`config.mk`:
```
export PLATFORM = sky130hd
export DESIGN_NAME = pipelined_rca_addsub
export DESIGN_NICKNAME = d
export VERILOG_FILES = /design/src/rtl/pipelined_rca_addsub.sv
export SDC_FILE = /design/constraint.sdc
export NUM_CORES = 1
export LEC_CHECK = 0
export ABC_CLOCK_PERIOD_IN_PS = 2880
export BUFFER_PORTS_ARGS = -buffer_cell sky130_fd_sc_hd__buf_2
export CAP_MARGIN = 40
export CORE_ASPECT_RATIO = 0.9
export CORE_MARGIN = 10
export CORE_UTILIZATION = 52
export DETAILED_ROUTE_END_ITERATION = 8
export GPL_TIMING_DRIVEN = 0
export HOLD_SLACK_MARGIN = 0.03
export PLACE_DENSITY = 0.76
export SLEW_MARGIN = 20
export SYNTH_ARGS = -nofsm -noshare
export SYNTH_HDL_FRONTEND = slang
export SYNTH_SLANG_ARGS = --single-unit
export TNS_END_PERCENT = 5
```
`constraint.sdc`:
```
create_clock -name clk -period 2.88 [get_ports clk]
set_input_delay 0.864 -clock clk [delete_from_list [all_inputs] [get_ports clk]]
set_output_delay 0.864 -clock clk [all_outputs]
set_load 0.005 [all_outputs]
```
`src/rtl/pipelined_rca_addsub.sv`:
```
// Pipelined ripple-carry adder/subtractor, one CW-bit chunk per stage.
// Ports: clk, rst, in_valid/in_ready, a, b, cin, sub -> out_valid/out_ready, sum, cout, ovf.
module pipelined_rca_addsub #(
  parameter int WIDTH  = 32,
  parameter int STAGES = 4
) (
  input  logic             clk,
  input  logic             rst,
  input  logic             in_valid,
  output logic             in_ready,
  input  logic [WIDTH-1:0] a,
  input  logic [WIDTH-1:0] b,
  input  logic             cin,
  input  logic             sub,
  output logic             out_valid,
  input  logic             out_ready,
  output logic [WIDTH-1:0] sum,
  output logic             cout,
  output logic             ovf
);

  localparam int CW = WIDTH / STAGES;

  logic adv;

  for (genvar k = 0; k < STAGES; k++) begin : g
    logic [WIDTH-1:0] xa, xb, xs, ns;
    logic             xc, xv;
    logic [WIDTH-1:0] ra, rb, rs;
    logic             rc, rv;
    logic [CW:0]      t;

    if (k == 0) begin : head
      assign xa = a;
      assign xb = b ^ {WIDTH{sub}};
      assign xs = '0;
      assign xc = sub | cin;
      assign xv = in_valid;
    end else begin : body
      assign xa = g[k-1].ra;
      assign xb = g[k-1].rb;
      assign xs = g[k-1].rs;
      assign xc = g[k-1].rc;
      assign xv = g[k-1].rv;
    end

    assign t = {1'b0, xa[k*CW +: CW]}
             + {1'b0, xb[k*CW +: CW]}
             + {{CW{1'b0}}, xc};

    always_comb begin
      ns = xs;
      ns[k*CW +: CW] = t[CW-1:0];
    end

    // Data registers load only with a live beat, so the
    // output holds its last result across bubbles.
    always_ff @(posedge clk) begin
      if (rst) begin
        rv <= 1'b0;
        ra <= '0;
        rb <= '0;
        rs <= '0;
        rc <= 1'b0;
      end else if (adv) begin
        rv <= xv;
        if (xv) begin
          ra <= xa;
          rb <= xb;
          rs <= ns;
          rc <= t[CW];
        end
      end
    end
  end

  assign out_valid = g[STAGES-1].rv;
  assign adv       = ~out_valid | out_ready;
  assign in_ready  = adv;
  assign sum       = g[STAGES-1].rs;
  assign cout      = g[STAGES-1].rc;

  // Carry into the MSB is recovered as a^b'^s at that bit.
  assign ovf = g[STAGES-1].ra[WIDTH-1]
             ^ g[STAGES-1].rb[WIDTH-1]
             ^ g[STAGES-1].rs[WIDTH-1]
             ^ g[STAGES-1].rc;

endmodule

```
==> metrics.md <==
| Metric | Value |
|---|---|
| Layout fillers | about 1,400 |
| Drt total wl | 21,000 um |
| Min-delay worst type | reg2reg |
| Gr ovfl total | 0 |
| WP data arrival | 3010 ps |
| YS warnings | 0 |
| Postcts setup bufs | 0 |
| Final setup margin | ~240 ps |
| Count leader, synth | nand2_1 |
| Routed WL per cell | 16.2 um |
| FF+latch count, synth | 186 |
| Placer Congestion | just under 0.9 |
| Worst EP required | 3250 ps |
| Synth area leader | dfxtp_1 |
| P per Cell Area | between 600 and 700 mW/mm^2 |
| FF-to-FF path depth | 7 |
| Antenna violations before repair | 0 |
| Die ar. | 0.0206 mm^2 |
| EDFF count, synth | 0 |
| Die Height | ~140 um |
| Unique masters post-synth | 46 |
| Final instance area | around 0.0094 mm^2 |
| Final hold vios | 0 |
| Post-DP HPWL | roughly 16,000 um |
| Min-delay src | g[1].rs[6]$_SDFFE_PP0P_ |
| R2r startpoint | g[0].ra[8]$_SDFFE_PP0P_ |
| Clock root cell | clkbuf_16 |
| Multi-input gate area | 0.00391 mm^2 |
| Max Fclk | around 0.38 GHz |
| Clk sinks | between 150 and 200 |
| Vias in the first global route | 6,771 |
| Fin Setup TNS | 0 ps |
| Ys async rst share | 0% |
| Primary FF master, synth | dfxtp_1 |
| Slowest stage delay, CP | 430 ps |
| Hold buffers post-CTS | 0 |
| Pin count of the biggest net entering global routing | 17 |
| Area Overhead vs Synth | 18.0% |
| Detailed-route via count | 6,982 |
| FF-to-FF End | g[1].rs[14]$_SDFFE_PP0P_ |
| Die Width | 150 um |
| Place WS | -176 ps |
| Clock buffer depth | 2 |
| Hold slack final | 452 ps |
| Worst clock skew | 10.7 ps |
| ANT nets after route | 0 |
| Critical-path cell list | buf_4 -> buf_6 -> xor2_2 -> fa_2 -> inv_1 -> fa_1 -> nand2b_4 -> a21oi_2 -> o22ai_1 -> or4_1 -> nand3_1 |
| Final setup viols | 0 |
| Max cap viols | 0 |
| Cts repair resizes | 0 |
| Post-synth top area share | 46.8% |
| DRC | 0 |
| First-pass GRT wire length | 34,000 um |
| Worst Path Max Fanout | 10 |
| IR drop worst, VDD | approximately 0.48 mV |
| I/O pins | between 100 and 150 |
| Final #Nets | 1,192 |
| Final core utilization | 63.1% |
| Skew-Pair Late Insertion Delay | 430 ps |
| CP endpoint kind | flip-flop |
| Mapped cell area | 0.00795 mm^2 |
| Hold worst-path end | g[2].rs[6]$_SDFFE_PP0P_ |
| TritonCTS clock tree | yes |
| Starting Density | between 50% and 60% |
| ANT cells | 0 |
| Sequential area share after synthesis | 46.8% |
| Crit path kind | in2reg |
| Leak | approximately 3.7 nW |
| Number of port buffers | just over 100 |
| Mapped Cells | 964 |
| Clock-pin transition on the worst setup and hold timing paths | 70 ps |
| Core Box Area | 0.0149 mm^2 |
| Row count | 42 |
| CP max stage cell | or4_1 |
| Status | complete, no violations |
| Hold path cells | 2 |
| Worst-Margin Slew | 748 ps |
| Vias/cell | 5.38 |
| Synth Net Count | 1,070 |
| Number of DRC violations after detailed-routing iteration 0 | 517 |
| Crit path launch type | primary input |
| Slew HR | between 50 and 60% |
| Top post-synthesis cells by area | dfxtp_1 47%, nand2_1 13%, a21oi_1 9.8% |
| Total CTS buffers | 17 |
| Post-route minimum period | ~2600 ps |
| Reg2Reg Setup Slack | between 400 and 500 ps |
| Gr usage total | 20.6% |
| Fraction of layout cells with a size suffix above 1 | between 15 and 20% |
| Period utilisation layout | 91.7% |
| Unrepaired setup endpoints after global routing | no |
| Htree depth | 4 |
| Reg area | around 0.0037 mm^2 |
| Mean Syn Cell Area | 8.25 um^2 |
| Drt first pass iters | 6 |
| Top post-synthesis cells by count | 274 x nand2_1, 186 x dfxtp_1, 155 x a21oi_1, 49 x nor2_1, 37 x a211oi_1 |
| Dpl cell area | 0.00875 mm^2 |
| Slew Viols, Final | 0 |
[through the flow]
stage / std cells / total power [mW]
detailed placement: 1265 / 3.36
global route: 1297 / 6.04
floorplan: 964 / 3.16
CTS: 1297 / 5.85
global placement: 1265 / 3.35
finish: 1297 / 5.84
[cell families (layout without fill, tap and decap cells)]
| group | count (synthesis) | count (layout) | synth area share [%] |
|---|---|---|---|
| AO/OA/AOI/OAI | 255 | 255 | 18.8 |
| flip-flops | 186 | 186 | 46.8 |
| buffers and inverters | 76 | 211 | 4.34 |
| adder cells (fa/ha/maj) | 36 | 36 | 6.42 |
| AND/OR/NAND/NOR | 371 | 371 | 19.2 |
| XOR/XNOR | 40 | 40 | 4.41 |
[layout by cell type (no fill, tap or decap), types with 8 or more instances in the layout]
cell type,count
buf_2,135
nand2_1,274
o21ai_0,23
xor2_1,11
dfxtp_1,186
inv_1,9
nand3_1,8
clkbuf_16,17
a211oi_1,37
xnor2_1,28
nor2_1,49
a21oi_1,154
clkbuf_1,30
o211ai_1,8
ha_1,28
[routing by layer]
metal | wire length (um) | track usage, %
met4 | 348 | 5.83
met5 | 0 | 0
met1 | 9610 | 27.4
met2 | 9380 | 32.7
met3 | 1650 | 5.08
[critical path: cells and delay by family]
kind                     cells  cell delay [ps]
AND/OR/NAND/NOR              3              680
adder cells (fa/ha/maj)      2              660
XOR/XNOR                     1              180
AO/OA/AOI/OAI                2              290
buffers and inverters        3              340
[power by group]
| group | internal, mW | switching [mW] |
|---|---|---|
| logic | 0.231 | 0.349 |
| registers | 2.67 | 0.0666 |
| clock network | 1.51 | 1.01 |
[layout make-up]
type / instances / area share (%)
inverters: 11 / 0.466
clock inverters: 12 / 1.97
plain buffers: 65 / 3.31
flip-flops and latches: 186 / 39.7
well taps: 198 / 2.64
repair buffers: 103 / 5.49
multi-input cells: 702 / 41.6
clock buffers: 20 / 4.86
[flip-flops by register name, summed over array words and instances (netlist names)]
signal and count:
g.ra 49, g.rb 49, g.rs 48, sum 32, g.rc 3, g.rv 3
cout 1, out_valid 1
[worst max-delay path by stage]
stage / endpoint / from / cells after the start
2_1_floorplan: g[0].rs[6]$_SDFFE_PP0P_ / sub / 11
3_3_place_gp: g[0].rs[6]$_SDFFE_PP0P_ / sub / 11
6_report: g[0].rs[6]$_SDFFE_PP0P_ / sub / 11
4_1_cts: g[0].rs[6]$_SDFFE_PP0P_ / sub / 11
3_5_place_dp: g[0].rs[6]$_SDFFE_PP0P_ / sub / 11
5_1_grt: g[0].rs[6]$_SDFFE_PP0P_ / sub / 11
No activity file was read; power rests on OpenSTA's default activity.
